<file path="src/rtl/victim_writeback_buffer.sv">
// victim_writeback_buffer
//   Queues dirty 256-bit lines evicted by the victim cache and drains each one
//   to main memory as eight 32-bit write beats. A combinational snoop port lets
//   a processor read see the youngest buffered copy of its line.
//
//   Build option: WB_COALESCE_EN -- when defined, a push whose block address
//   matches a queued entry (other than the head being drained) overwrites that
//   entry in place instead of allocating a new one.
//
// Ports
//   clk_i, rst_i            clock, asynchronous active-high reset
//   wb_valid_i/wb_addr_i/   evicted line offered by the victim cache
//   wb_line_i/wb_ready_o    (push on wb_valid_i & wb_ready_o)
//   mem_valid_o/mem_addr_o/ write beat to memory (23-bit word address),
//   mem_wdata_o/mem_ack_i   advanced on mem_ack_i
//   lookup_addr_i/          snoop of a processor read against buffered lines
//   lookup_hit_o/lookup_data_o
//   count_o, empty_o        occupancy
//
// Drain FSM
//   state   | meaning
//   S_IDLE  | nothing presented to memory
//   S_DRAIN | beat beat_q of the head line presented, waiting for mem_ack_i

module victim_writeback_buffer #(
  parameter int DEPTH = 4,
  parameter int CNT_W = 3
) (
  input  logic               clk_i,
  input  logic               rst_i,
  input  logic               wb_valid_i,
  input  logic [19:0]        wb_addr_i,
  input  logic [255:0]       wb_line_i,
  output logic               wb_ready_o,
  output logic               mem_valid_o,
  output logic [22:0]        mem_addr_o,
  output logic [31:0]        mem_wdata_o,
  input  logic               mem_ack_i,
  input  logic [22:0]        lookup_addr_i,
  output logic               lookup_hit_o,
  output logic [31:0]        lookup_data_o,
  output logic [CNT_W-1:0]   count_o,
  output logic               empty_o
);

  localparam int PTR_W = CNT_W - 1;

  typedef enum logic {S_IDLE, S_DRAIN} state_t;

  logic [DEPTH-1:0]  valid_q;
  logic [19:0]       addr_q [DEPTH];
  logic [255:0]      line_q [DEPTH];
  logic [PTR_W-1:0]  head_q, tail_q;
  logic [CNT_W-1:0]  count_q, count_d;
  state_t            state_q;
  logic [2:0]        beat_q;
  logic              mem_valid_q;
  logic [22:0]       mem_addr_q;
  logic [31:0]       mem_wdata_q;

  logic              push, pop, alloc, coal_hit;
  logic [PTR_W-1:0]  coal_idx, wr_idx, head_nxt;
  logic [PTR_W-1:0]  load_idx, snoop_idx;
  logic [2:0]        load_beat;
  logic [19:0]       load_addr;
  logic [255:0]      load_line;
  logic [31:0]       load_word;

  assign wb_ready_o = (count_q != CNT_W'(DEPTH));
  assign push       = wb_valid_i & wb_ready_o;
  assign pop        = (state_q == S_DRAIN) & mem_ack_i & (beat_q == 3'd7);
  assign head_nxt   = head_q + PTR_W'(1);

  // At most one non-head entry can share an address: duplicates only arise
  // when a push matches the draining head.
  always_comb begin
    coal_hit = 1'b0;
    coal_idx = '0;
`ifdef WB_COALESCE_EN
    for (int k = 0; k < DEPTH; k++) begin
      if (valid_q[k] && addr_q[k] == wb_addr_i &&
          !(state_q == S_DRAIN && PTR_W'(k) == head_q)) begin
        coal_hit = 1'b1;
        coal_idx = PTR_W'(k);
      end
    end
`endif
  end

  assign alloc  = push & ~coal_hit;
  assign wr_idx = coal_hit ? coal_idx : tail_q;

  always_comb begin
    count_d = count_q;
    if (alloc && !pop)
      count_d = count_q + CNT_W'(1);
    else if (!alloc && pop)
      count_d = count_q - CNT_W'(1);
  end

  // Beat to be registered onto the memory port at this edge. The entry being
  // written this cycle is forwarded so a same-edge push/overwrite is not missed.
  always_comb begin
    load_idx  = head_q;
    load_beat = 3'd0;
    if (state_q == S_DRAIN) begin
      if (beat_q == 3'd7)
        load_idx = head_nxt;
      else
        load_beat = beat_q + 3'd1;
    end
    load_addr = (push && wr_idx == load_idx) ? wb_addr_i : addr_q[load_idx];
    load_line = (push && wr_idx == load_idx) ? wb_line_i : line_q[load_idx];
    load_word = load_line[{load_beat, 5'd0} +: 32];
  end

  always_ff @(posedge clk_i or posedge rst_i) begin
    if (rst_i) begin
      valid_q <= '0;
      head_q  <= '0;
      tail_q  <= '0;
      count_q <= '0;
    end else begin
      if (pop) begin
        valid_q[head_q] <= 1'b0;
        head_q          <= head_nxt;
      end
      if (alloc) begin
        valid_q[tail_q] <= 1'b1;
        tail_q          <= tail_q + PTR_W'(1);
      end
      count_q <= count_d;
    end
  end

  always_ff @(posedge clk_i) begin
    if (push) begin
      addr_q[wr_idx] <= wb_addr_i;
      line_q[wr_idx] <= wb_line_i;
    end
  end

  always_ff @(posedge clk_i or posedge rst_i) begin
    if (rst_i) begin
      state_q     <= S_IDLE;
      beat_q      <= 3'd0;
      mem_valid_q <= 1'b0;
      mem_addr_q  <= '0;
      mem_wdata_q <= '0;
    end else begin
      case (state_q)
        S_IDLE: begin
          if (count_q != '0) begin
            state_q     <= S_DRAIN;
            beat_q      <= 3'd0;
            mem_valid_q <= 1'b1;
            mem_addr_q  <= {load_addr, load_beat};
            mem_wdata_q <= load_word;
          end
        end
        S_DRAIN: begin
          if (mem_ack_i) begin
            if (beat_q == 3'd7 && count_d == '0) begin
              state_q     <= S_IDLE;
              beat_q      <= 3'd0;
              mem_valid_q <= 1'b0;
            end else begin
              beat_q      <= load_beat;
              mem_addr_q  <= {load_addr, load_beat};
              mem_wdata_q <= load_word;
            end
          end
        end
        default: state_q <= S_IDLE;
      endcase
    end
  end

  // Scan oldest to youngest so the last match is the youngest copy.
  always_comb begin
    lookup_hit_o  = 1'b0;
    lookup_data_o = '0;
    snoop_idx     = head_q;
    for (int k = 0; k < DEPTH; k++) begin
      snoop_idx = head_q + PTR_W'(k);
      if (valid_q[snoop_idx] && addr_q[snoop_idx] == lookup_addr_i[22:3]) begin
        lookup_hit_o  = 1'b1;
        lookup_data_o = line_q[snoop_idx][{lookup_addr_i[2:0], 5'd0} +: 32];
      end
    end
  end

  assign mem_valid_o = mem_valid_q;
  assign mem_addr_o  = mem_addr_q;
  assign mem_wdata_o = mem_wdata_q;
  assign count_o     = count_q;
  assign empty_o     = (count_q == '0);

endmodule

</file>
<file path="config.mk">
export PLATFORM = sky130hd
export DESIGN_NAME = victim_writeback_buffer
export DESIGN_NICKNAME = d
export VERILOG_FILES = /design/src/rtl/victim_writeback_buffer.sv
export SDC_FILE = /design/constraint.sdc
export NUM_CORES = 2
export LEC_CHECK = 0
export ABC_AREA = 0
export CAP_MARGIN = 20
export CORE_MARGIN = 1.5
export CORE_UTILIZATION = 36
export DETAILED_ROUTE_END_ITERATION = 16
export SYNTH_ARGS = -nofsm -noshare
export SYNTH_HDL_FRONTEND = slang
export SYNTH_SLANG_ARGS = --single-unit
</file>
<file path="constraint.sdc">
create_clock -name clk_i -period 8.6 [get_ports clk_i]
set_input_delay 1.29 -clock clk_i [delete_from_list [all_inputs] [get_ports clk_i]]
set_output_delay 1.29 -clock clk_i [all_outputs]
set_load 0.01 [all_outputs]
</file>
==> parameters.txt <==
Parameter                              Value

Synth
  Primary FF master, synth    sky130_fd_sc_hd__edfxtp_1
  Warnings from Yosys    0
  Async set or reset register ratio after synthesis    6.04%
  Synthesized-area fraction occupied by ao, oa, aoi and oai cells    4.57%
  Portion of the post-synthesis area used by sequential elements    42.7%
  Dominant combinational cell family by area after synthesis    multiplexers
  Number of flops mapped to enable cells by yosys    1104
  Adder-cell share of the synthesized area    0.199%
  Proportion of synthesized area in mux cells    43.6%
  Average footprint of a synthesized cell    16.2 um2
  Number of nets in the synthesized netlist    5359
  Total standard cell area after synthesis    81800 um2
  Share of synthesized cell area in and, or, nand and nor gates    4.34%
  Synthesis-stage register bit count    1175
  Count of different cell masters after synthesis    74
  XOR/XNOR Fraction of Synth Area    1.01%
  Post-Synthesis Cells    5043

Critical path
  Arr. time, crit path    7030 ps
  Critical path fanouts, max    194
  Stage delay of the slowest cell on the critical path    760 ps
  Required time of the worst setup path    7310 ps
  Worst-path cell chain    buf_12, buf_4, buf_12, mux4_2, a22o_1, a221oi_1, o41ai_1, o22ai_1, o221ai_1, clkdlybuf4s50_1
  Critical path startpoint category    flip-flop
  CP endpoint kind    output pin
  Cell with the biggest individual delay on the critical path    sky130_fd_sc_hd__dfrtp_4
  Library cell appearing most often on the critical path    sky130_fd_sc_hd__buf_12
  Class of the most critical setup path    flip-flop to output pin
  Timing startpoint of the critical path    head_q[0]
  Origin of the critical flop-to-flop path    beat_q[0]

Job
  Max-Cap Viols    0

GRT
  Wire length of the first global-routing pass    417 mm
  Vias in the first global route    54400
  Residual overflow from global routing    0
  Number of antenna violations at the first check in global routing    100
  Maximum number of pins on one net before global-route repair    146
  Total global routing track utilization    25.4%

Final layout
  Utilization after layout    41.2%
  Post-layout instance count excluding filler cells    8339
  Most frequent standard cell in the layout excluding fill and tap cells    sky130_fd_sc_hd__mux4_2
  Fill cell count    20200
  Area taken by flip-flops and latches    34900 um2
  Number of nets in the finished design    5492
  Synth-to-layout area growth    13.5%
  Leading cell types in the layout, fill and taps excluded    sky130_fd_sc_hd__mux4_2, sky130_fd_sc_hd__edfxtp_1, sky130_fd_sc_hd__mux2i_1
  Fraction of layout instances using a drive strength above 1    32.8%
  Area of the multi-input gates    44100 um2

Clocking
  Cells resized by post-CTS repair    0
  Clock Root Buffer    sky130_fd_sc_hd__clkbuf_16
  Post-CTS setup buffer count    0
  Cts bufs inserted    138
  Insertion delay of the later-clocked pin in the worst-skew pair    810 ps
  Number of levels the H-tree was split into    4
  Clock slew at the register clock pins of the worst setup and hold paths    60 ps
  Hold Buf Count CTS    0
  Clock sink total    1175
  TritonCTS clock tree    yes
  Deepest clock path buffer count    3

Floorplanning
  Die Area    230000 um2
  Chip height    480 um
  Horiz. Die Dim    480 um
  Initial core utilization    36.3%
  Number of placement rows    174
  Top-Level Pins    397
  Total core area    225000 um2

Place
  Count of port buffers added during placement    396
  Placed wire-length estimate    199 mm
  Placer Congestion    0.923
  Placed cell count    8027

Timing
  Max frequency    0.120 GHz
  Setup repair after global routing missed its margin    false
  Rel. slew slack    -8.17%
  Clock Skew    45.4 ps
  Final Hold Violating Endpoints    0
  Final max-slew violation count    161
  Final critical path time including I/O delays and setup    8320 ps
  Sum of negative setup slack    0 ps
  Post-route fraction of the period consumed by the critical path    96.7%
  Least-Margin Pin Slew    1620 ps
  Worst hold margin    482 ps
  Final setup violating endpoints    0

Drt
  Total wire length    296 mm
  Post-DR vias/cell    6.62
  Detailed Route Iter0 Violations    6017
  Overall via count from detail_route    55200
  Number of remaining DRC errors    0
  Routed length per placed instance    35.4 um
  Antenna Violating Nets Remaining    0
  First-pass iteration count of the detailed router    6

Power and ir drop
  Max rail drop VDD    0.440 mV
  Static leakage    31.3 nW
  Ratio of total power to cell area    400 nW/um2

Run status
  Status    finished with violations
  Violations in the final reports    max-slew violations

Min path
  Classification of the worst-slack hold path    flip-flop to flip-flop
  Start point of the worst min-delay path    mem_addr_o[10]
==> worst max-delay path, delay by kind of cell (launching register included) <==
kind | cells | cell delay (ps)
muxes | 1 | 610
buffers and inverters | 4 | 2590
DFF | 1 | 760
AOI/OAI and AO/OA | 5 | 1540
==> stage by stage <==
step	total power [mW]	instance area (um2)	setup slack [ps]
floorplan	24.6	81800	2860
global placement	31.2	88200	1020
detailed placement	31.3	88300	939
CTS	37.2	92700	100
global route	38.5	92800	54.0
finish	37.1	92800	284
==> final timing paths <==
kind	slack, ps	to	cells after the start
max reg2reg	3620	mem_wdata_o[21]	11
min in group asynchronous	900	count_o[0]	2
min	480	mem_addr_o[10]	2
max in group asynchronous	6240	head_q[0]	3
min reg2reg	480	mem_addr_o[10]	2
max	280	lookup_data_o[23]	10
==> cells in the mapped netlist (all sizes together), types with 15 or more instances <==
cell    count  area (um2)
a211oi     28         210
a21boi     65         488
a21oi      70         354
a311oi     58         508
a31oi      28         175
a41o       27         270
and3       35         219
buf       300        1980
clkbuf    233         882
dfrtp      71        1780
edfxtp   1104       33200
inv        15        56.3
mux2       32         360
mux2i     575        5760
mux4     1311       29600
nand2     506        1900
nand3     157         786
nor2       38         143
o21ai      29         145
o221ai     29         310
o22ai      60         375
o41ai      40         403
or3        21         131
xnor2      56         505
xor2       34         298
==> power by group <==
part | switching (mW) | total (mW) | internal (mW)
Sequential | 0.972 | 8.62 | 7.65
Combinational | 12.2 | 22.7 | 10.5
Clock | 2.51 | 5.77 | 3.26
==> sequential cells by signal, summed over array words and instances (netlist names) <==
signal,cells
mem_valid_o,1
tail_q,2
mem_addr_o,23
head_q,2
state_q,1
beat_q,3
line_q,1024
addr_q,80
count_o,3
valid_q,4
mem_wdata_o,32
==> per-layer routing <==
metal | track usage [%] | part of all wire (%) | vias to the layer above
li1 | - | - | 22100
met4 | 18.1 | 7.8 | 46
met3 | 5.21 | 8.3 | 700
met5 | 0 | 0.094 | -
met2 | 41.5 | 49 | 2876
met1 | 29.9 | 35 | 29500
==> cell families (layout without fill, tap and decap cells) <==
| logic type | after synthesis | in the layout |
|---|---|---|
| AND/OR/NAND/NOR | 809 | 809 |
| flip-flops | 1175 | 1175 |
| other | 0 | 59 |
| adder cells (fa/ha/maj) | 13 | 13 |
| multiplexers | 1918 | 1918 |
| AO/OA/AOI/OAI | 487 | 487 |
| XOR/XNOR | 91 | 91 |
| buffers and inverters | 550 | 795 |
==> final cells by class <==
class | count | share of cell area (%)
diodes | 59 | 0.159
repair buffers | 527 | 5.83
clock inverters | 77 | 0.695
well taps | 2992 | 4.03
inverters | 16 | 0.0755
flip-flops and latches | 1175 | 37.6
clock buffers | 175 | 4.03
multi-input cells | 3318 | 47.5
No activity file was read; power rests on OpenSTA's default activity.
